`config.mk`:
```
export PLATFORM = sky130hd
export DESIGN_NAME = iod_delay_line_step_ctrl_flat
export DESIGN_NICKNAME = d
export VERILOG_FILES = /design/src/rtl/iod_delay_line_step_ctrl_if.sv /design/src/rtl/iod_delay_line_step_ctrl.sv /design/src/flat_wrapper.sv
export SDC_FILE = /design/constraint.sdc
export NUM_CORES = 1
export LEC_CHECK = 0
export CORE_MARGIN = 3
export CORE_UTILIZATION = 53
export DETAILED_ROUTE_END_ITERATION = 10
export GPL_ROUTABILITY_DRIVEN = 0
export PLACE_DENSITY = 0.8
export RECOVER_POWER = 25
export SLEW_MARGIN = 30
export SYNTH_ARGS = -nofsm -noshare
export SYNTH_HDL_FRONTEND = slang
export SYNTH_SLANG_ARGS = --single-unit
```
`constraint.sdc`:
```
create_clock -name fab_clk -period 2.1 [get_ports fab_clk]
set_input_delay 0.42 -clock fab_clk [delete_from_list [all_inputs] [get_ports fab_clk]]
set_output_delay 0.42 -clock fab_clk [all_outputs]
set_load 0.03 [all_outputs]
```
`src/rtl/iod_delay_line_step_ctrl_if.sv`:
```
// iod_delay_line_step_ctrl_if: command/completion handshake between lane training logic and the step controller
interface iod_delay_line_step_ctrl_if #(parameter int STEP_W = 8);
  logic              cmd_valid;
  logic              cmd_ready;
  logic              cmd_op;
  logic              cmd_dir;
  logic [STEP_W-1:0] cmd_steps;
  logic              done;
  logic              done_oor;
  logic [STEP_W-1:0] steps_done;
  modport master (output cmd_valid, cmd_op, cmd_dir, cmd_steps, input cmd_ready, done, done_oor, steps_done);
  modport slave  (input cmd_valid, cmd_op, cmd_dir, cmd_steps, output cmd_ready, done, done_oor, steps_done);
endinterface

```
`src/rtl/iod_delay_line_step_ctrl.sv`:
```
// iod_delay_line_step_ctrl: sequences MOVE/LOAD pulses for one IOD delay line and tracks the tap; DLY_CTRL_TAP_CLAMP_EN enables the tap clamp
module iod_delay_line_step_ctrl #(
  parameter int STEP_W        = 8,
  parameter int TAP_W         = 8,
  parameter int TAP_RESET_VAL = 1,
  parameter int TAP_MAX       = 127,
  parameter int GAP_CYCLES    = 3,
  parameter int LOAD_CYCLES   = 2
) (
  input  logic                       fab_clk,
  input  logic                       sync_rst,
  iod_delay_line_step_ctrl_if.slave  cmd,
  output logic [TAP_W-1:0]           tap_pos,
  output logic                       delay_line_move_0,
  output logic                       delay_line_direction_0,
  output logic                       delay_line_load_0,
  input  logic                       delay_line_out_of_range_0
);
  localparam int CNT_MAX = GAP_CYCLES > LOAD_CYCLES ? GAP_CYCLES : LOAD_CYCLES;
  localparam int CNT_W   = $clog2(CNT_MAX + 1);
`ifdef DLY_CTRL_TAP_CLAMP_EN
  localparam bit CLAMP = 1'b1;
`else
  localparam bit CLAMP = 1'b0;
`endif
  typedef enum logic [2:0] {S_IDLE, S_LOAD, S_MOVE, S_GAP, S_DONE} state_t;
  state_t             state;
  logic [CNT_W-1:0]   cnt;
  logic [STEP_W-1:0]  steps_q;
  logic [STEP_W-1:0]  steps_nxt;
  logic [TAP_W-1:0]   tap_nxt;
  logic               clamp_now;
  logic               clamp_nxt;
  // clamp_now guards the first pulse, clamp_nxt every later pulse (against the post-step tap)
  always_comb begin
    steps_nxt = cmd.steps_done + 1'b1;
    tap_nxt   = delay_line_direction_0 ? tap_pos + 1'b1 : tap_pos - 1'b1;
    clamp_now = CLAMP && (cmd.cmd_dir ? tap_pos == TAP_W'(TAP_MAX) : tap_pos == '0);
    clamp_nxt = CLAMP && (delay_line_direction_0 ? tap_nxt == TAP_W'(TAP_MAX) : tap_nxt == '0);
  end
  always_ff @(posedge fab_clk) begin
    if (sync_rst) begin
      state                  <= S_IDLE;
      cnt                    <= '0;
      steps_q                <= '0;
      tap_pos                <= TAP_W'(TAP_RESET_VAL);
      delay_line_move_0      <= 1'b0;
      delay_line_direction_0 <= 1'b0;
      delay_line_load_0      <= 1'b0;
      cmd.cmd_ready          <= 1'b0;
      cmd.done               <= 1'b0;
      cmd.done_oor           <= 1'b0;
      cmd.steps_done         <= '0;
    end else begin
      cmd.done          <= 1'b0;
      delay_line_move_0 <= 1'b0;
      case (state)
        S_IDLE: begin
          if (cmd.cmd_valid && cmd.cmd_ready) begin
            cmd.cmd_ready          <= 1'b0;
            delay_line_direction_0 <= cmd.cmd_dir;
            steps_q                <= cmd.cmd_steps;
            cmd.steps_done         <= '0;
            cmd.done_oor           <= 1'b0;
            if (cmd.cmd_op) begin
              state             <= S_LOAD;
              delay_line_load_0 <= 1'b1;
              cnt               <= CNT_W'(LOAD_CYCLES - 1);
            end else if (cmd.cmd_steps == '0 || clamp_now) begin
              state        <= S_DONE;
              cmd.done     <= 1'b1;
              cmd.done_oor <= cmd.cmd_steps != '0;
            end else begin
              state             <= S_MOVE;
              delay_line_move_0 <= 1'b1;
            end
          end else begin
            cmd.cmd_ready <= 1'b1;
          end
        end
        S_LOAD: begin
          if (cnt == '0) begin
            state             <= S_DONE;
            delay_line_load_0 <= 1'b0;
            tap_pos           <= TAP_W'(TAP_RESET_VAL);
            cmd.done          <= 1'b1;
          end else begin
            cnt <= cnt - 1'b1;
          end
        end
        S_MOVE: begin
          state <= S_GAP;
          cnt   <= CNT_W'(GAP_CYCLES - 1);
        end
        S_GAP: begin
          if (cnt != '0) begin
            cnt <= cnt - 1'b1;
          end else if (delay_line_out_of_range_0) begin
            state        <= S_DONE;
            cmd.done     <= 1'b1;
            cmd.done_oor <= 1'b1;
          end else begin
            cmd.steps_done <= steps_nxt;
            tap_pos        <= tap_nxt;
            if (steps_nxt == steps_q || clamp_nxt) begin
              state        <= S_DONE;
              cmd.done     <= 1'b1;
              cmd.done_oor <= steps_nxt != steps_q;
            end else begin
              state             <= S_MOVE;
              delay_line_move_0 <= 1'b1;
            end
          end
        end
        S_DONE: begin
          state         <= S_IDLE;
          cmd.cmd_ready <= 1'b1;
        end
        default: state <= S_IDLE;
      endcase
    end
  end
endmodule

```
`src/flat_wrapper.sv`:
```
// flat-port wrapper written by rule: the top's interface ports become plain ports
module iod_delay_line_step_ctrl_flat 
#(
  parameter int STEP_W        = 8,
  parameter int TAP_W         = 8,
  parameter int TAP_RESET_VAL = 1,
  parameter int TAP_MAX       = 127,
  parameter int GAP_CYCLES    = 3,
  parameter int LOAD_CYCLES   = 2
)
  (fab_clk, sync_rst, tap_pos, delay_line_move_0, delay_line_direction_0, delay_line_load_0, delay_line_out_of_range_0, cmd_cmd_valid, cmd_cmd_op, cmd_cmd_dir, cmd_cmd_steps, cmd_cmd_ready, cmd_done, cmd_done_oor, cmd_steps_done);
  iod_delay_line_step_ctrl_if #(.STEP_W(STEP_W)) cmd_i ();
  input  logic fab_clk;
  input  logic sync_rst;
  output logic [TAP_W-1:0] tap_pos;
  output logic delay_line_move_0;
  output logic delay_line_direction_0;
  output logic delay_line_load_0;
  input  logic delay_line_out_of_range_0;
  input wire logic [$bits(cmd_i.cmd_valid)-1:0] cmd_cmd_valid;
  input wire logic [$bits(cmd_i.cmd_op)-1:0] cmd_cmd_op;
  input wire logic [$bits(cmd_i.cmd_dir)-1:0] cmd_cmd_dir;
  input wire logic [$bits(cmd_i.cmd_steps)-1:0] cmd_cmd_steps;
  output wire logic [$bits(cmd_i.cmd_ready)-1:0] cmd_cmd_ready;
  output wire logic [$bits(cmd_i.done)-1:0] cmd_done;
  output wire logic [$bits(cmd_i.done_oor)-1:0] cmd_done_oor;
  output wire logic [$bits(cmd_i.steps_done)-1:0] cmd_steps_done;
  assign cmd_i.cmd_valid = cmd_cmd_valid;
  assign cmd_i.cmd_op = cmd_cmd_op;
  assign cmd_i.cmd_dir = cmd_cmd_dir;
  assign cmd_i.cmd_steps = cmd_cmd_steps;
  assign cmd_cmd_ready = cmd_i.cmd_ready;
  assign cmd_done = cmd_i.done;
  assign cmd_done_oor = cmd_i.done_oor;
  assign cmd_steps_done = cmd_i.steps_done;
  iod_delay_line_step_ctrl #(.STEP_W(STEP_W), .TAP_W(TAP_W), .TAP_RESET_VAL(TAP_RESET_VAL), .TAP_MAX(TAP_MAX), .GAP_CYCLES(GAP_CYCLES), .LOAD_CYCLES(LOAD_CYCLES)) u_core (.fab_clk(fab_clk), .sync_rst(sync_rst), .cmd(cmd_i), .tap_pos(tap_pos), .delay_line_move_0(delay_line_move_0), .delay_line_direction_0(delay_line_direction_0), .delay_line_load_0(delay_line_load_0), .delay_line_out_of_range_0(delay_line_out_of_range_0));
endmodule
```
==> results.txt, run 1 <==
PD cells: 664 mW/mm2
Seq cells post-synth: 35
number of global-route vias before repair: 1897
multiplexer area fraction after synthesis: 0.486%
Hold Vio Cnt, Final: 0
leading cell types in the layout, fill and taps excluded: 34 x dfxtp_1, 33 x clkdlybuf4s50_1, 29 x nor2_1
Yosys cell types: 55
CP Max Fanout: 7
adder-cell share of the synthesized area: 5.84%
post-synthesis cell count: 257
critical path endpoint category: flip-flop
r2r worst-path depth: 8
largest net degree at the start of global routing: 18
Cell Rows: 22
Tcrit/Tclk final: 96.8%
Worst Clk Skew: 0.00745 ns
reg-to-reg startpoint: u_core.delay_line_direction_0$_SDFFE_PP0P_
minimum clock period: 2.03 ns
Buffers on Ports: 35
sequential element share of the synthesized area: 34.0%
Initial Util: 55.8%
die area: 0.00467 mm2
simple-gate share of the synthesized area: 23.3%
nets@finish: 333
CTS tree: done
outcome: completed
LEAKAGE: 0.956 nW
number of synthesized flops with an enable pin: 0
Highest Clock Rate: 492 MHz
MaxCap Viol Count: 0
Rel. slew slack: 67.7%
crit path DAT: 2.26 ns
Vias/cell: 5.74
CTS Buffer Depth: 2
Worst EP required: 2.33 ns
Least-Margin Pin Slew: 0.485 ns
Post-Syn Area: 0.00206 mm2
antenna violations before repair: 0
Residual DRC: 0
top_reg_cell synth: dfxtp_1
fillcell total: 304
CP Class: flip-flop to flip-flop
GR Util All Layers: 24.0%
Post-Synth XOR/XNOR Area: 7.17%
Avg WL per Cell: 14.4 um
wirelength, routed: 5.15 mm
initial DRC count: 173
CP endpoint: u_core.tap_pos[7]$_SDFFE_PP0P_
die width: 68.3 um
worst r2r dst: u_core.tap_pos[7]$_SDFFE_PP0P_
endpoints failing setup: 0
share of cells above drive strength 1: 13.5%
Critical Path Source: u_core.delay_line_direction_0$_SDFFE_PP0P_
via count: 2054
synthesis-to-finish area growth: 30.2%
largest family of logic cells by synthesized area: compound AO/OA/AOI/OAI gates
Core ar.: 0.00369 mm2
Final ANT Viol Nets: 0
Die H: 68.3 um
H-tree Lvls: 2
CTS sink cnt: 35
Syn Area/Cell: 8.01 um2
CTS Buf Count: 5
Final HPWL DP: 3.66 mm
fraction of registers with async set/reset: 0%
syn nets: 280
Clock Tree Root: clkbuf_8
first-pass GRT wire length: 8.38 mm
Clock Latency Late Sink: 0.29 ns
DRT Pass-1 Iters: 4
flop2flop setup slack: 0.07 ns
antenna cells: 0
total negative setup slack: 0 ns
post-synthesis compound-gate area fraction: 23.5%
Yosys warning total: 0
maximum vdd drop: 0.000470 V
clk slew on worst S/H paths: 0.06 ns
Hold Path Class: flip-flop to flip-flop
RSZ-0062 raised after global routing: true
Slew Limit Fails: 0
commonest non-fill, non-tap cell in the layout: dfxtp_1
grt total ovfl: 0
Critical Path Start Type: flip-flop
Hold WS: 0.491 ns
io pins: 36
cells in the mapped netlist (2+ instances only):
cell type   n  area, um2
nand4_1     5       31.3
o21a_1      2       15.0
a211oi_1    2       15.0
nand3b_1    3       22.5
nand2_1    26       97.6
nand2b_1    2       12.5
o21ai_0    16       80.1
o31ai_1     2       15.0
nor2_1     29        109
o31a_1      2       17.5
a311oi_1    2       17.5
clkbuf_1    5       18.8
buf_1       2       7.51
nor3_1      9       45.0
nor2b_1     3       18.8
ha_1        8        100
buf_6       3       33.8
nor3b_1     2       15.0
a31oi_1     2       12.5
a22oi_1     5       37.5
dfxtp_1    35        701
xnor2_1    13        114
a21oi_1    28        140
nor4_1      3       18.8
or3_1       2       12.5
inv_1       9       33.8
nand3_1     8       40.0
xor2_1      2       17.5
timing repair:
action,in CTS,in global routing
setup endpoints to repair,0,3
gates resized for setup,0,6
hold buffers,0,0
buffers inserted,0,2
power by group:
group	leakage (nW)	internal (W)	switching (W)	total, W
Sequential	0.285	0.000709	0.0000459	0.000754
Clock	0.0470	0.000257	0.000239	0.000496
Combinational	0.624	0.000232	0.000296	0.000528
Total	0.956	0.00120	0.000581	0.00178
worst max-delay path: stages (launching register included):
cell and delay [ns]:
dfxtp_4 0.39, clkinvlp_4 0.18, ha_1 0.32, a21oi_1 0.15
nor2b_1 0.09, a311oi_2 0.33, a21oi_2 0.11, a2111o_1 0.31
nand3_1 0.09
area by class of cell:
class	count	area, um2	share of cell area (%)
multi-input combinational	200	1270	47.4
sequential	35	704	26.3
timing repair buffer	59	519	19.4
clock buffer	6	82.6	3.08
tap	48	60.1	2.24
inverter	9	37.5	1.40
clock inverter	1	5.00	0.187
logic make-up (layout without fill, tap and decap cells):
family | Yosys count | in the layout
buf+inv | 22 | 75
xor+xnor | 16 | 16
flops | 35 | 35
simple gates | 99 | 99
mux | 1 | 1
fa+ha+maj | 9 | 9
compound gates | 75 | 75
flip-flops by register name, summed over array words and instances (netlist names):
register                       count
u_core.cmd.cmd_ready               1
u_core.cmd.done                    1
u_core.cmd.done_oor                1
u_core.cmd.steps_done              8
u_core.cnt                         2
u_core.delay_line_direction_0      1
u_core.delay_line_load_0           1
u_core.delay_line_move_0           1
u_core.state                       3
u_core.steps_q                     8
u_core.tap_pos                     8
per-layer routing:
metal	vias up	part of all wire, %	global-route usage [%]
met5	-	0	0
met4	0	1.6	9.43
met3	8	5.8	5.25
met2	66	47	38.3
met1	946	45	31.3
li1	1034	-	-
how the worst min path moves through the flow:
stage	start	to	cells past startpoint
detailed placement	u_core.cnt[1]$_SDFFE_PP0P_	u_core.cnt[1]$_SDFFE_PP0P_	2
floorplan	u_core.cnt[1]$_SDFFE_PP0P_	u_core.cnt[1]$_SDFFE_PP0P_	2
CTS	u_core.cnt[0]$_SDFFE_PP0P_	u_core.cnt[0]$_SDFFE_PP0P_	2
global placement	u_core.cnt[1]$_SDFFE_PP0P_	u_core.cnt[1]$_SDFFE_PP0P_	2
finish	u_core.cnt[0]$_SDFFE_PP0P_	u_core.cnt[0]$_SDFFE_PP0P_	2
global route	u_core.cnt[0]$_SDFFE_PP0P_	u_core.cnt[0]$_SDFFE_PP0P_	2
through the flow:
| stage | total power (W) | area [um2] | std cells | utilization, % | setup WS [ns] |
|---|---|---|---|---|---|
| 6_report | 0.00178 | 2680 | 358 | 72.6 | 0.0670 |
| 5_1_grt | 0.00189 | 2680 | 358 | 72.6 | -0.0723 |
| 4_1_cts | 0.00178 | 2640 | 356 | 71.6 | 0.0886 |
| 3_5_place_dp | 0.00128 | 2550 | 349 | 69.2 | 0.0731 |
| 3_3_place_gp | 0.00128 | 2550 | 349 | 69.2 | 0.138 |
| 2_1_floorplan | 0.00111 | 2060 | 257 | - | 0.0937 |
No activity file was read; power rests on OpenSTA's default activity.
==> run 2: changes to the inputs <==
- CORE_UTILIZATION: 53 -> 55
- CTS_BUF_LIST: default -> sky130_fd_sc_hd__clkbuf_4
- PLACE_DENSITY: 0.8 -> 0.83
==> run 2 against run 1 <==
  * Sequential share of layout area is essentially flat
  * Utilization rose by 4.7 points
  * Via count rose by 0.63%
  * Sequential power rose by 0.5%
  * Clock skew shrank 0.0010 ns
  * Clock power up 27%
  * Largest cell class unchanged
==> results.txt, run 2 (synthesis results as in run 1) <==
outcome: completed
commonest non-fill, non-tap cell in the layout: clkdlybuf4s50_1
die area: 0.00451 mm2 (-3.3%)
initial DRC count: 132 (-24%)
Core ar.: 0.00347 mm2 (-6.0%)
Tcrit/Tclk final: 96.2% (-0.58 points)
leading cell types in the layout, fill and taps excluded: 34 x clkdlybuf4s50_1, 33 x dfxtp_1, 28 x nor2_1
slowest cell delay on critical path: 0.73 ns (+0.34 ns)
combinational power share: 27.5% (-2.2 points)
Hold WS: 0.500 ns (+0.00940 ns)
CP cell instances: clkdlybuf4s50_1
nets@finish: 329 (-1.2%)
GR Util All Layers: 24.7% (+0.71 points)
minimum clock period: 2.02 ns (-0.0123 ns)
io pins: 36 (unchanged)
cell internal pwr: 0.00132 W (+11%)
fin util: 77.3% (+4.7 points)
P_sw: 0.000593 W (+2.1%)
Critical Path Source: u_core.cmd.steps_done[5]$_SDFFE_PP0P_
Vias/cell: 5.86 (+2.1%)
via count: 2067 (+0.63%)
endpoints failing setup: 0 (unchanged)
Clock Latency Late Sink: 0.36 ns (+0.07 ns)
largest net degree at the start of global routing: 17 (-1)
Least-Margin Pin Slew: 0.508 ns (+0.0229 ns)
Hold Path Class: flip-flop to flip-flop
CP Max Fanout: 7 (unchanged)
antenna cells: 0 (unchanged)
MaxCap Viol Count: 0 (unchanged)
slowest CP cell: clkdlybuf4s50_1
Hold Vio Cnt, Final: 0 (unchanged)
Clock power frac: 32.9% (+5.0 points)
CTS sink cnt: 35 (unchanged)
Final HPWL DP: 3.76 mm (+2.7%)
grt total ovfl: 0 (unchanged)
Rel. slew slack: 66.1% (-1.6 points)
CTS tree: done
H-tree Lvls: 2 (unchanged)
first-pass GRT wire length: 8.50 mm (+1.4%)
worst r2r dst: u_core.tap_pos[7]$_SDFFE_PP0P_
Initial Util: 59.3% (+3.5 points)
Highest Clock Rate: 495 MHz (+0.61%)
maximum vdd drop: 0.000535 V (+14%)
DRT Pass-1 Iters: 4 (unchanged)
LEAKAGE: 0.936 nW (-2.1%)
Worst Clk Skew: 0.00640 ns (-0.00105 ns)
Critical Path Start Type: flip-flop
CP Buf/Inv Count: 1 (unchanged)
Sw Share: 30.9% (-1.7 points)
r2r worst-path depth: 9 (+1)
PD cells: 715 mW/mm2 (+7.7%)
CP Depth: 1 (-7)
sequential share of power: 39.5% (-2.9 points)
share of cells above drive strength 1: 14.0% (+0.46 points)
CP endpoint: cmd_steps_done[5]
Residual DRC: 0 (unchanged)
antenna violations before repair: 0 (unchanged)
Avg WL per Cell: 15.3 um (+6.4%)
Final ANT Viol Nets: 0 (unchanged)
wirelength, routed: 5.40 mm (+4.9%)
reg-to-reg startpoint: u_core.delay_line_direction_0$_SDFFE_PP0P_
crit path DAT: 1.60 ns (-0.66 ns)
number of global-route vias before repair: 1794 (-5.4%)
CTS Buffer Depth: 2 (unchanged)
clk slew on worst S/H paths: 0.11 ns (+0.05 ns)
synthesis-to-finish area growth: 30.3%
Largest regs: u_core.cmd.steps_done: 8 flops, u_core.steps_q: 8 flops, u_core.tap_pos: 8 flops
critical path endpoint category: output pin
hold depth: 2 (unchanged)
Clock Tree Root: clkbuf_4
Multi-input gate area: 0.00129 mm2 (+1.9%)
die width: 67.2 um (-1.7%)
Cell Rows: 21 (-4.5%)
Storage cell area: 706 um2 (+0.18%)
CP Class: flip-flop to output pin
Buffers on Ports: 35 (unchanged)
Crit path max-delay family: buffers and inverters
Die H: 67.2 um (-1.7%)
Slew Limit Fails: 0 (unchanged)
fillcell total: 259 (-15%)
# hold bufs at CTS: 0 (unchanged)
flop2flop setup slack: 0.11 ns (+0.04 ns)
CTS Buf Count: 5 (unchanged)
Worst EP required: 1.68 ns (-0.65 ns)
## run 2: changes by cell type in the layout (fill, tap and decap cells not counted), moves of 2 or more
cell | previous run | this run
dlygate4sd3_1 | 2 | 0
clkbuf_4 | 0 | 6
ha_1 | 7 | 4
buf_4 | 21 | 17
ha_4 | 1 | 3
bufinv_16 | 0 | 2
clkbuf_8 | 6 | 0
## run 2: layer usage
metal	up-vias	global-route usage [%]	routed length (um)
li1	1026	-	-
met1	968	33.2	2440
met2	65	39.3	2610
met3	8	4.16	287
met4	0	9.87	66
met5	-	0	0
## run 2: timing repair
action	in CTS	in global routing
endpoints found under the setup margin	0	8
buffers inserted	0	2
gates resized for setup	0	11
## run 2: worst min-delay path by stage
stage	to	start
2_1_floorplan	u_core.cnt[1]$_SDFFE_PP0P_	u_core.cnt[1]$_SDFFE_PP0P_
3_3_place_gp	u_core.cnt[0]$_SDFFE_PP0P_	u_core.cnt[0]$_SDFFE_PP0P_
3_5_place_dp	u_core.cnt[1]$_SDFFE_PP0P_	u_core.cnt[1]$_SDFFE_PP0P_
4_1_cts	u_core.steps_q[3]$_SDFFE_PP0P_	u_core.steps_q[3]$_SDFFE_PP0P_
5_1_grt	u_core.steps_q[4]$_SDFFE_PP0P_	u_core.steps_q[4]$_SDFFE_PP0P_
6_report	u_core.steps_q[3]$_SDFFE_PP0P_	u_core.steps_q[3]$_SDFFE_PP0P_
## run 2: power groups by stage
stage	clock network [W]	logic, W	registers, W
2_1_floorplan	0	0.000322	0.000783
3_3_place_gp	0	0.000500	0.000771
3_5_place_dp	0	0.000514	0.000772
4_1_cts	0.000634	0.000515	0.000757
5_1_grt	0.000667	0.000581	0.000765
6_report	0.000632	0.000528	0.000758
## run 2: layout make-up
class	instances	share of cell area (%)
clock buffer	6	1.68
timing repair buffer	55	18.0
clock inverter	2	2.24
tap	46	2.15
multi-input combinational	200	48.2
sequential	35	26.3
inverter	9	1.40
## run 2: metrics by stage
step	total power, W	worst slack (ns)	TNS (ns)	instances	cell area, um2
floorplan	0.00111	0.0937	0	257	2060
global placement	0.00127	0.132	0	343	2520
detailed placement	0.00129	0.0506	0	343	2520
CTS	0.00191	0.0179	0	351	2630
global route	0.00201	-0.0372	-0.0501	353	2680
finish	0.00192	0.0793	0	353	2680
==> run 3: changes to the inputs <==
- MAX_ROUTING_LAYER: default -> met4
==> run 3 against run 2 <==
  * Die area did not move
  * Maximum frequency rose by 0.51%
  * Combinational power barely moved
  * Register-to-register slack barely moved
  * Utilization did not move
  * Clock-buffer cell count did not move
  * Critical path depth did not move
  * Clock skew rose by 0.0017 ns
  * Setup slack improved by 0.010 ns
  * Critical path type unchanged
  * Critical endpoint unchanged
  * Largest cell class unchanged
==> results.txt, run 3 (synthesis results as in run 1) <==
CTS Buf Count: 5 (unchanged)
Avg WL per Cell: 15.4 um (+0.61%)
Sw Share: 31.0% (+0.085 points)
Slew Limit Fails: 0 (unchanged)
Hold Path Class: flip-flop to flip-flop
CTS sink cnt: 35 (unchanged)
clk slew on worst S/H paths: 0.12 ns (about the same)
minimum clock period: 2.01 ns (-0.0103 ns)
Vias/cell: 5.90 (+0.68%)
grt total ovfl: 0 (unchanged)
Tcrit/Tclk final: 95.7% (-0.49 points)
Rel. slew slack: 66.0% (-0.11 points)
combinational power share: 27.6% (about the same)
Clock power frac: 32.9% (about the same)
total negative setup slack: 0 ns (unchanged)
Die H: 67.2 um (unchanged)
CP Buf/Inv Count: 1 (unchanged)
Core ar.: 0.00347 mm2 (unchanged)
via count: 2081 (+0.68%)
Largest regs: u_core.cmd.steps_done: 8 flops, u_core.steps_q: 8 flops, u_core.tap_pos: 8 flops
initial DRC count: 127 (-3.8%)
Worst EP required: 1.68 ns (about the same)
placed cell area: 0.00252 mm2 (unchanged)
post-route non-filler standard cell count: 353 (unchanged)
Final HPWL DP: 3.76 mm (unchanged)
Hold WS: 0.500 ns (-0.000247 ns)
share of cells above drive strength 1: 14.0% (unchanged)
# hold bufs at CTS: 0 (unchanged)
CP Class: flip-flop to output pin
MaxCap Viol Count: 0 (unchanged)
wirelength, routed: 5.43 mm (+0.61%)
synthesis-to-finish area growth: 30.3% (unchanged)
Final ANT Viol Nets: 0 (unchanged)
outcome: completed
critical path endpoint category: output pin
dpl cells: 343 (unchanged)
Hold Vio Cnt, Final: 0 (unchanged)
PD cells: 716 mW/mm2 (+0.13%)
LEAKAGE: 0.936 nW (unchanged)
Critical Path Start Type: flip-flop
io pins: 36 (unchanged)
DRT Pass-1 Iters: 4 (unchanged)
Initial Util: 59.3% (unchanged)
design area: 0.00268 mm2 (unchanged)
fin util: 77.3% (unchanged)
first-pass GRT wire length: 8.50 mm (unchanged)
CP Max Fanout: 7 (unchanged)
maximum vdd drop: 0.000542 V (+1.3%)
antenna cells: 0 (unchanged)
leading cell types in the layout, fill and taps excluded: 34 x clkdlybuf4s50_1, 33 x dfxtp_1, 28 x nor2_1
die width: 67.2 um (unchanged)
nets@finish: 329 (unchanged)
cell internal pwr: 0.00132 W (about the same)
GR Util All Layers: 25.4% (+0.71 points)
slowest cell delay on critical path: 0.73 ns (about the same)
commonest non-fill, non-tap cell in the layout: clkdlybuf4s50_1
Clock Tree Root: clkbuf_4
CTS tree: done
slowest CP cell: clkdlybuf4s50_1
Worst Clk Skew: 0.00813 ns (+0.00173 ns)
H-tree Lvls: 2 (unchanged)
Buffers on Ports: 35 (unchanged)
Crit path max-delay family: buffers and inverters
Residual DRC: 0 (unchanged)
Least-Margin Pin Slew: 0.509 ns (+0.00162 ns)
largest net degree at the start of global routing: 17 (unchanged)
Cell Rows: 21 (unchanged)
Clock Latency Late Sink: 0.35 ns (about the same)
crit path DAT: 1.59 ns (about the same)
CP cell instances: clkdlybuf4s50_1
CTS Buffer Depth: 2 (unchanged)
Highest Clock Rate: 497 MHz (+0.51%)
P_sw: 0.000596 W (+0.40%)
number of global-route vias before repair: 1798 (+0.22%)
sequential share of power: 39.5% (about the same)
die area: 0.00451 mm2 (unchanged)
antenna violations before repair: 0 (unchanged)
endpoints failing setup: 0 (unchanged)
run 3: cell counts in the layout (fill, tap and decap cells not counted):
No cell type changed its count.
run 3: worst register-to-register path, stage by stage, from the launching register on:
cell and delay (ns):
dfxtp_4 0.41, clkinvlp_4 0.17, buf_4 0.20, buf_4 0.13
ha_1 0.32, o21a_1 0.19, nor2_1 0.09, a21oi_1 0.07
a2111o_1 0.29, nand3_1 0.08
run 3: power by group through the flow:
stage                     Clock (W)  Combinational [W]  Sequential [W]
after floorplan                   0           0.000322        0.000783
after global placement            0           0.000500        0.000771
after detailed placement          0           0.000514        0.000772
after CTS                  0.000634           0.000515        0.000757
after global routing       0.000667           0.000581        0.000765
final                      0.000633           0.000529        0.000759
run 3: worst paths after layout:
path | start | to | slack, ns | cells after the start
max | u_core.cmd.steps_done[5]$_SDFFE_PP0P_ | cmd_steps_done[5] | 0.09 | 1
min | u_core.steps_q[3]$_SDFFE_PP0P_ | u_core.steps_q[3]$_SDFFE_PP0P_ | 0.50 | 2
min reg2reg | u_core.steps_q[3]$_SDFFE_PP0P_ | u_core.steps_q[3]$_SDFFE_PP0P_ | 0.50 | 2
max reg2reg | u_core.delay_line_direction_0$_SDFFE_PP0P_ | u_core.tap_pos[7]$_SDFFE_PP0P_ | 0.10 | 9
run 3: metal layers:
layer	wire length, um	vias up	global-route usage (%)
li1	-	1028	-
met5	0	-	-
met2	2630	79	39.3
met4	57	0	9.87
met3	298	5	3.99
met1	2440	969	33.3
run 3: timing repair:
action,in CTS,in global routing
resized for setup,0,11
setup endpoints to repair,0,8
buffers inserted,0,2
hold endpoints to repair,0,0
run 3: metrics by stage:
stage	setup WS, ns	total power [W]
6_report	0.0896	0.00192
5_1_grt	-0.0372	0.00201
4_1_cts	0.0179	0.00191
3_5_place_dp	0.0506	0.00129
3_3_place_gp	0.132	0.00127
2_1_floorplan	0.0937	0.00111
run 3: final cells by class:
| class | instances | area, um2 |
|---|---|---|
| tap | 46 | 57.6 |
| fill | 259 | 786 |
| multi-input combinational | 200 | 1290 |
| clock buffer | 6 | 45.0 |
| sequential | 35 | 706 |
| timing repair buffer | 55 | 483 |
| clock inverter | 2 | 60.1 |
| inverter | 9 | 37.5 |
